--- config.mk ---
export PLATFORM = sky130hd
export DESIGN_NAME = fetch_unit
export DESIGN_NICKNAME = d
export VERILOG_FILES = /design/src/rtl/fetch_unit_pkg.sv /design/src/rtl/fetch_unit_queue.sv /design/src/rtl/fetch_unit.sv
export SDC_FILE = /design/constraint.sdc
export NUM_CORES = 1
export LEC_CHECK = 0
export CORE_UTILIZATION = 40
export CTS_CLUSTER_DIAMETER = 40
export CTS_CLUSTER_SIZE = 28
export DETAILED_ROUTE_END_ITERATION = 10
export HOLD_SLACK_MARGIN = 0.02
export PLACE_DENSITY_LB_ADDON = 0.05
export SKIP_CTS_REPAIR_TIMING = 1
export SLEW_MARGIN = 0
export SYNTH_ARGS = -nofsm -noshare
export SYNTH_HDL_FRONTEND = slang
export SYNTH_SLANG_ARGS = --single-unit
--- constraint.sdc ---
create_clock -name clk -period 6.3 [get_ports clk]
set_clock_uncertainty 0.05 [all_clocks]
set_input_delay 1.26 -clock clk [delete_from_list [all_inputs] [get_ports clk]]
set_output_delay 1.26 -clock clk [all_outputs]
set_load 0.1 [all_outputs]
--- src/rtl/fetch_unit_pkg.sv ---
// Shared definitions for the fetch stage and its neighbour, the cache.
package fetch_unit_pkg;

  localparam int WORD_W = 32;

  // Request opcodes understood by the cache request port.
  localparam logic CACHE_READ  = 1'b0;
  localparam logic CACHE_WRITE = 1'b1;

  // One fetched instruction together with the word address it came from.
  typedef struct packed {
    logic [WORD_W-1:0] pc;
    logic [WORD_W-1:0] data;
  } fetch_entry_t;

endpackage

--- src/rtl/fetch_unit_queue.sv ---
// Small synchronous FIFO with flush; head is visible combinationally.
// A flush empties the FIFO and wins over a push in the same cycle.
module fetch_queue #(
  parameter int DEPTH = 4,
  parameter int W     = 64
) (
  input  logic                     clk,
  input  logic                     reset,
  input  logic                     push_i,
  input  logic [W-1:0]             push_data_i,
  input  logic                     pop_i,
  input  logic                     flush_i,
  output logic [W-1:0]             head_o,
  output logic [$clog2(DEPTH):0]   count_o
);

  localparam int AW = $clog2(DEPTH);
  localparam int CW = AW + 1;

  logic [W-1:0]  mem_q [DEPTH];
  logic [AW-1:0] rd_ptr_q;
  logic [AW-1:0] wr_ptr_q;
  logic [CW-1:0] count_q;
  logic          do_pop;
  logic          do_push;

  // A pop on an empty FIFO is ignored; a push into a full FIFO only lands
  // when a pop frees the slot in the same cycle.
  assign do_pop  = pop_i && (count_q != '0);
  assign do_push = push_i && ((count_q != CW'(DEPTH)) || do_pop);

  // Entry storage; contents need no reset because count gates visibility.
  always_ff @(posedge clk) begin
    if (do_push && !flush_i) begin
      mem_q[wr_ptr_q] <= push_data_i;
    end
  end

  // Pointer and occupancy bookkeeping.
  always_ff @(posedge clk) begin
    if (reset || flush_i) begin
      rd_ptr_q <= '0;
      wr_ptr_q <= '0;
      count_q  <= '0;
    end else begin
      if (do_push) wr_ptr_q <= wr_ptr_q + AW'(1);
      if (do_pop)  rd_ptr_q <= rd_ptr_q + AW'(1);
      count_q <= count_q + CW'(do_push) - CW'(do_pop);
    end
  end

  assign head_o  = mem_q[rd_ptr_q];
  assign count_o = count_q;

endmodule

--- src/rtl/fetch_unit.sv ---
// Instruction-fetch stage: walks the PC, issues word reads to the cache,
// pairs returned words with their PCs and queues them for decode.
module fetch_unit
  import fetch_unit_pkg::*;
#(
  parameter logic [WORD_W-1:0] RESET_PC = '0,
  parameter int                QDEPTH   = 4
) (
  input  logic              clk,
  input  logic              reset,
  output logic              mem_valid,
  input  logic              mem_ready,
  output logic [WORD_W-1:0] mem_addr,
  output logic              mem_op,
  output logic [WORD_W-1:0] mem_wdata,
  input  logic              resp_valid,
  output logic              resp_ready,
  input  logic [WORD_W-1:0] resp_data,
  input  logic              redirect_valid,
  input  logic [WORD_W-1:0] redirect_pc,
  output logic              inst_valid,
  input  logic              inst_ready,
  output logic [WORD_W-1:0] inst_pc,
  output logic [WORD_W-1:0] inst_data
);

  localparam int CW = $clog2(QDEPTH) + 1;

  logic [WORD_W-1:0] pc_q, pc_d;
  logic [CW-1:0]     in_flight_q, in_flight_d;
  logic [CW-1:0]     kill_q, kill_d;

  logic [CW-1:0]     iq_count;
  logic [CW-1:0]     pcf_count;
  logic [WORD_W-1:0] pcf_head;
  fetch_entry_t      iq_head;
  fetch_entry_t      iq_push_entry;

  logic              credit_ok;
  logic              issue;
  logic              resp_seen;
  logic              resp_accept;
  logic              deq;

  // Every outstanding request and every queued word holds one credit, so a
  // returning response always has a queue slot waiting for it.
  assign credit_ok   = ({1'b0, in_flight_q} + {1'b0, iq_count}) < (CW+1)'(QDEPTH);
  assign mem_valid   = !reset && !redirect_valid && credit_ok;
  assign issue       = mem_valid && mem_ready;
  assign resp_seen   = resp_valid && (in_flight_q != '0);
  // Responses are kept only when nothing stale is pending and no redirect is
  // discarding this cycle's work; a kept response consumes its PC record.
  assign resp_accept = resp_seen && !redirect_valid && (kill_q == '0) && (pcf_count != '0);
  assign deq         = inst_valid && inst_ready;

  // Next-state for the PC and the two outstanding-work counters.
  always_comb begin
    pc_d        = pc_q;
    in_flight_d = in_flight_q + CW'(issue) - CW'(resp_seen);
    kill_d      = kill_q;
    if (issue) begin
      pc_d = pc_q + 32'd1;
    end
    if (redirect_valid) begin
      // Whatever is still outstanding after this cycle belongs to the old
      // path and must be dropped on return.
      pc_d   = redirect_pc;
      kill_d = in_flight_d;
    end else if (resp_seen && (kill_q != '0)) begin
      kill_d = kill_q - CW'(1);
    end
  end

  // State registers.
  always_ff @(posedge clk) begin
    if (reset) begin
      pc_q        <= RESET_PC;
      in_flight_q <= '0;
      kill_q      <= '0;
    end else begin
      pc_q        <= pc_d;
      in_flight_q <= in_flight_d;
      kill_q      <= kill_d;
    end
  end

  // PCs of requests on the live path, in issue order.
  fetch_queue #(
    .DEPTH (QDEPTH),
    .W     (WORD_W)
  ) u_pc_fifo (
    .clk         (clk),
    .reset       (reset),
    .push_i      (issue),
    .push_data_i (pc_q),
    .pop_i       (resp_accept),
    .flush_i     (redirect_valid),
    .head_o      (pcf_head),
    .count_o     (pcf_count)
  );

  assign iq_push_entry = '{pc: pcf_head, data: resp_data};

  // Instruction queue feeding decode.
  fetch_queue #(
    .DEPTH (QDEPTH),
    .W     ($bits(fetch_entry_t))
  ) u_inst_queue (
    .clk         (clk),
    .reset       (reset),
    .push_i      (resp_accept),
    .push_data_i (iq_push_entry),
    .pop_i       (deq),
    .flush_i     (redirect_valid),
    .head_o      (iq_head),
    .count_o     (iq_count)
  );

  assign mem_addr   = pc_q;
  assign mem_op     = CACHE_READ;
  assign mem_wdata  = '0;
  assign resp_ready = 1'b1;
  assign inst_valid = (iq_count != '0);
  assign inst_pc    = iq_head.pc;
  assign inst_data  = iq_head.data;

endmodule
; ---- Word-level counts from Yosys, hierarchy flattened
; Memory sizes are Yosys's and may differ from the RTL's. A register that Yosys moved wholly into a read port is not among the register bits.
; Cells that the tools add are included.
[totals]
ff_bits = 52
latch_bits = 0
ram_bits = 384
romBits = 0
inputBits = 70
output_inout_bits = 132
elab_cells = 66
n_memories = 2
[memory_table]
columns = name, depth, width, read_ports, rd_clocked_by_memory_dff, wr, line_no
row1 = u_inst_queue.mem_q, 4, 64, 1, 1, 1, fetch_unit_queue.sv:20  ; logic [W-1:0] mem_q [DEPTH];
row2 = u_pc_fifo.mem_q, 4, 32, 1, 1, 1, fetch_unit_queue.sv:20
[op_classes]
n_addsub = 13
n_mul = 0
div_mod_pow = 0
order_cmp = 1
n_eq_ne = 2
shifts = 0
mux = 12
bitwise_logic = 0
n_reduce_logical = 27
[ops]
columns = op, n
row1 = $mux 32, 2
row2 = $add 32x1->32 const B, 1
row3 = $logic_and 1x1->1, 15
row4 = $reduce_bool 3->1, 4
row5 = $add 3x1->3, 3
row6 = $sub 3x1->3, 3
row7 = $add 2x1->2 const B, 4
row8 = $mux 2, 4
row9 = $mux 3, 2
row10 = $ne 3x3->1 const B, 2
row11 = $add 3x3->4, 1
row12 = $lt 4x3->1 const B, 1
row13 = $mux 1, 4
row14 = $reduce_bool 2->1, 2
row15 = $logic_not 3->1, 1
row16 = $logic_or 1x1->1, 3
row17 = $sub 3x1->3 const B, 1
row18 = $logic_not 1->1, 2

; ---- Depth between registers and ports, before layout
[logic_depth]
ltp_word = 11
ltp_mapped = 12
mapped_depth_nobuf = 11

; ---- Modules after synthesis
; From an unflattened synthesis, not the netlist that was laid out.
[hier_totals]
hier_cells = 932
hier_area_um2 = 17399.2
[modules_own_cells]
columns = module, n_inst, cells_per_inst, area_per_inst_um2, seq_area_each_um2
row1 = fetch_queue at u_inst_queue, 1, 380, 9691.8, 7867.5
row2 = fetch_queue at u_pc_fifo, 1, 213, 5082.4, 4023.9
row3 = fetch_unit, 1, 339, 2625.0, 760.7

; ---- Least setup slack after synthesis
; OpenSTA, ideal clock, no wires.
[synth_path]
path_type = input -> register
from = input port resp_valid
to = memory u_inst_queue.mem_q[0][0], enable pin
setup_ns = 0.429
t_arrival_ns = 3.691
required_time_ns = 5.821
slack_ns = 2.131
path_stages = 4
path_buffers = 0
path_cell_list = o31ai_1 nor4_2 o41a_1 and2_1
[synth_via]
elab_chain_cells = 8
[synth_lines]
columns = element, line_no
row1 = start: declaration, fetch_unit.sv:16  ; input logic resp_valid,
row2 = $logic_and 1x1->1, fetch_unit.sv:50  ; assign resp_seen = resp_valid && (in_flight_q != '0);
row3 = $logic_and 1x1->1 (3 in a row), fetch_unit.sv:53  ; assign resp_accept = resp_seen && !redirect_valid && (kill_q == '0) && (pcf_count != '0);
row4 = $logic_and 1x1->1, fetch_unit_queue.sv:30  ; assign do_push = push_i && ((count_q != CW'(DEPTH)) || do_pop);
row5 = $logic_and 1x1->1, fetch_unit_queue.sv:34  ; if (do_push && !flush_i) begin
row6 = $mux 1, fetch_unit_queue.sv:34
row7 = $mux 1 (not written as such), fetch_unit_queue.sv:35  ; mem_q[wr_ptr_q] <= push_data_i;
row8 = end: declaration, fetch_unit_queue.sv:20
; No other way between the ends.

==> results.yml <==
logic_synthesis:
  syn_area_mm2: 0.0172
  synth.distinct_cells: 54
  yosysSeqAreaShare: 0.734
  synth.largest_area_cell: "edfxtp_1"
  async_flop_share: 0
  ys_seq_elements: 440
  synth_top_area_frac: 0.669
  synth_edf_count: 384
  synthTopCellsByArea: "edfxtp_1, mux4_2, dfxtp_1"
  yosys_warnings: 0
  ys.flop_type: "edfxtp_1"
  synth.avg_cell_area_um2: 18.7
  synthCells: 924
clock_network:
  h-tree-depth: 2
  clockRootBuffer: "clkbuf_16"
  cts_buffers: 59
  cts.sinks: 440
  tritoncts: "built"
  cts_buffer_depth: 3
  clk_pin_slew_worst_paths_ps: 60
  clk_latency_ps: 600
finish:
  antenna_cells: 0
  drive_gt1_frac: 0.194
  instances_no_fill: 1718
  area.growth.synth_to_final_pct: 24.4
  multi_input_area_mm2: 0.00415
  layout.nets: 1221
  utilization: 0.508
  regArea_mm2: 0.0127
  fill_cells: 3513
placed_design:
  placed_cells: 1607
  place_congestion: 0.764
  port_buffers: 167
  place_ws_ps: 1710
  dp_hpwl_mm: 22.9
outcome:
  outcome: "finished, final reports clean"
grt:
  grt_max_degree: 52
  grt_pass1_wl_mm: 57.1
  grt_pass1_vias: 9224
  grt_use_total: 0.174
  antenna_found_initial: 0
  gr-total-overflow: 0
critical_path:
  required_ps: 4990
  critPathCaptureType: "primary output"
  start_kind: "flop"
  crit_fanout: 33
  r2r_slack_ps: 3170
  worstSetupPathType: "reg2out"
  worst_ep_arrival_time_ps: 3410
die:
  die_area_mm2: 0.0439
  die_y_um: 210
  die_w_um: 210
  start_util: 0.408
  ioPinCount: 202
  fp-row-count: 75
  core_area_mm2: 0.0422
route:
  drt_iter0_markers: 552
  vias: 8911
  routedWlPerCell_um: 22.0
  drc: 0
  dr.pass1.iters: 4
  drt_wl_total_mm: 37.8
  viasPerCell: 5.19
  final_antenna_net_count: 0
sta:
  hold_violations: 0
  fin_crit_sh: 0.750
  setup_viol: 0
  fin_crit_ps: 4720
  setup_ws_ps: 1580
  worst_slew_pin_slew_ps: 1090
  max_freq_mhz: 212
  fin_setup_tns_ps: 0
  slew_headroom: 0.274
  rsz0062_at_grt: "false"
  slew_violations: 0
job:
  cap_violations: 0
pwr:
  p_per_area_mw_per_mm2: 331
  total_power_uw: 7090
  ir_worst_vdd_v: 0.000186
  leakage_uw: 0.00690
worst_hold_path:
  hp-class: "reg2reg"
==> final timing paths <==
| path | from | endpoint | cells past startpoint |
|---|---|---|---|
| max | flop | inst_data[9] | 3 |
| min | u_inst_queue.rd_ptr_q[1]$_SDFFE_PP0P_ | u_inst_queue.rd_ptr_q[1]$_SDFFE_PP0P_ | 2 |
| max reg2reg | u_inst_queue.count_o[2]$_SDFF_PP0_ | kill_q[2]$_SDFFE_PP0P_ | 12 |
| min reg2reg | u_inst_queue.rd_ptr_q[1]$_SDFFE_PP0P_ | u_inst_queue.rd_ptr_q[1]$_SDFFE_PP0P_ | 2 |
==> layout make-up <==
| cell class | count | area share |
|---|---|---|
| flip-flops and latches | 440 | 0.590 |
| multi-input cells | 416 | 0.193 |
| repair buffers | 185 | 0.0865 |
| clock buffers | 65 | 0.0709 |
| well taps | 539 | 0.0315 |
| clock inverters | 46 | 0.0226 |
| inverters | 27 | 0.00473 |
==> worst max-delay path, cell delays in order, from the launching register on <==
cell	delay (ps)
dfxtp_4	860
buf_12	360
mux4_2	560
clkdlybuf4s50_1	1000
==> metal layers <==
metal | share of wire | track usage
met3 | 0.049 | 0.0388
met5 | 0 | 0
met1 | 0.45 | 0.236
met4 | 0.022 | 0.0551
met2 | 0.48 | 0.282
==> synth_stat cells, drive strengths merged (2+ instances only) <==
master,number
edfxtp,384
mux4,96
dfxtp,56
buf,48
nand2,40
nor2,37
inv,27
clkbuf,24
a21oi,21
a31oi,21
ha,19
and2,18
o21ai,17
nand3,14
nand4,14
xnor2,11
nor3,8
or3,8
o211ai,7
a22oi,4
and3,4
and4,3
fa,3
mux2,3
nor4,3
o31a,3
or4,3
xor2,3
a211oi,2
a311oi,2
a32oi,2
a41oi,2
conb,2
mux2i,2
nand4b,2
nor2b,2
==> report_power, final <==
part / switching (µW) / internal (µW)
clock network: 1310 / 2020
registers: 55.6 / 3210
logic: 349 / 143
total: 1710 / 5380
==> metrics by stage <==
step / hold slack (ps) / instance area, µm²
finish: 478 / 21400
global route: 512 / 21400
CTS: 482 / 21400
detailed placement: 468 / 19400
global placement: 453 / 19400
floorplan: 435 / 17400
==> cell usage in the layout, fill, tap and decap left out, types with 5 or more instances in the layout <==
master	synthesis	routed
a21oi_1	21	21
a31oi_1	21	21
and2_1	18	14
buf_4	34	15
bufinv_16	0	6
clkbuf_1	21	5
clkbuf_16	0	60
clkdlybuf4s50_1	0	166
clkinv_1	0	7
clkinv_2	0	6
clkinvlp_4	0	6
conb_1	2	34
dfxtp_1	56	53
edfxtp_1	384	384
ha_1	19	19
inv_1	27	27
inv_6	0	13
mux4_2	96	96
nand2_1	39	39
nand3_1	13	13
nand4_1	13	13
nor2_1	37	37
nor3_1	8	8
o211ai_1	7	7
o21ai_0	17	17
or3_1	8	8
xnor2_1	11	11
==> registers in the layout, indices dropped and copies added (netlist names), named ones only <==
register,count
u_pc_fifo.wr_ptr_q,2
mem_addr,32
u_pc_fifo.rd_ptr_q,2
u_pc_fifo.count_o,3
u_inst_queue.rd_ptr_q,2
u_inst_queue.count_o,3
kill_q,3
u_inst_queue.mem_q,256
u_inst_queue.wr_ptr_q,2
in_flight_q,3
u_pc_fifo.mem_q,128
==> cells by family (layout without fill, tap and decap cells) <==
kind of cell,Yosys count,after routing,synth area share
AND/OR/NAND/NOR,158,158,0.0476
other,2,34,0.000436
flip-flops,440,440,0.734
XOR/XNOR,14,14,0.00711
adder cells (fa/ha/maj),22,22,0.0173
multiplexers,101,101,0.129
AO/OA/AOI/OAI,87,87,0.0319
buffers and inverters,100,323,0.0329
Note: power is estimated with default switching activity, not from simulation.
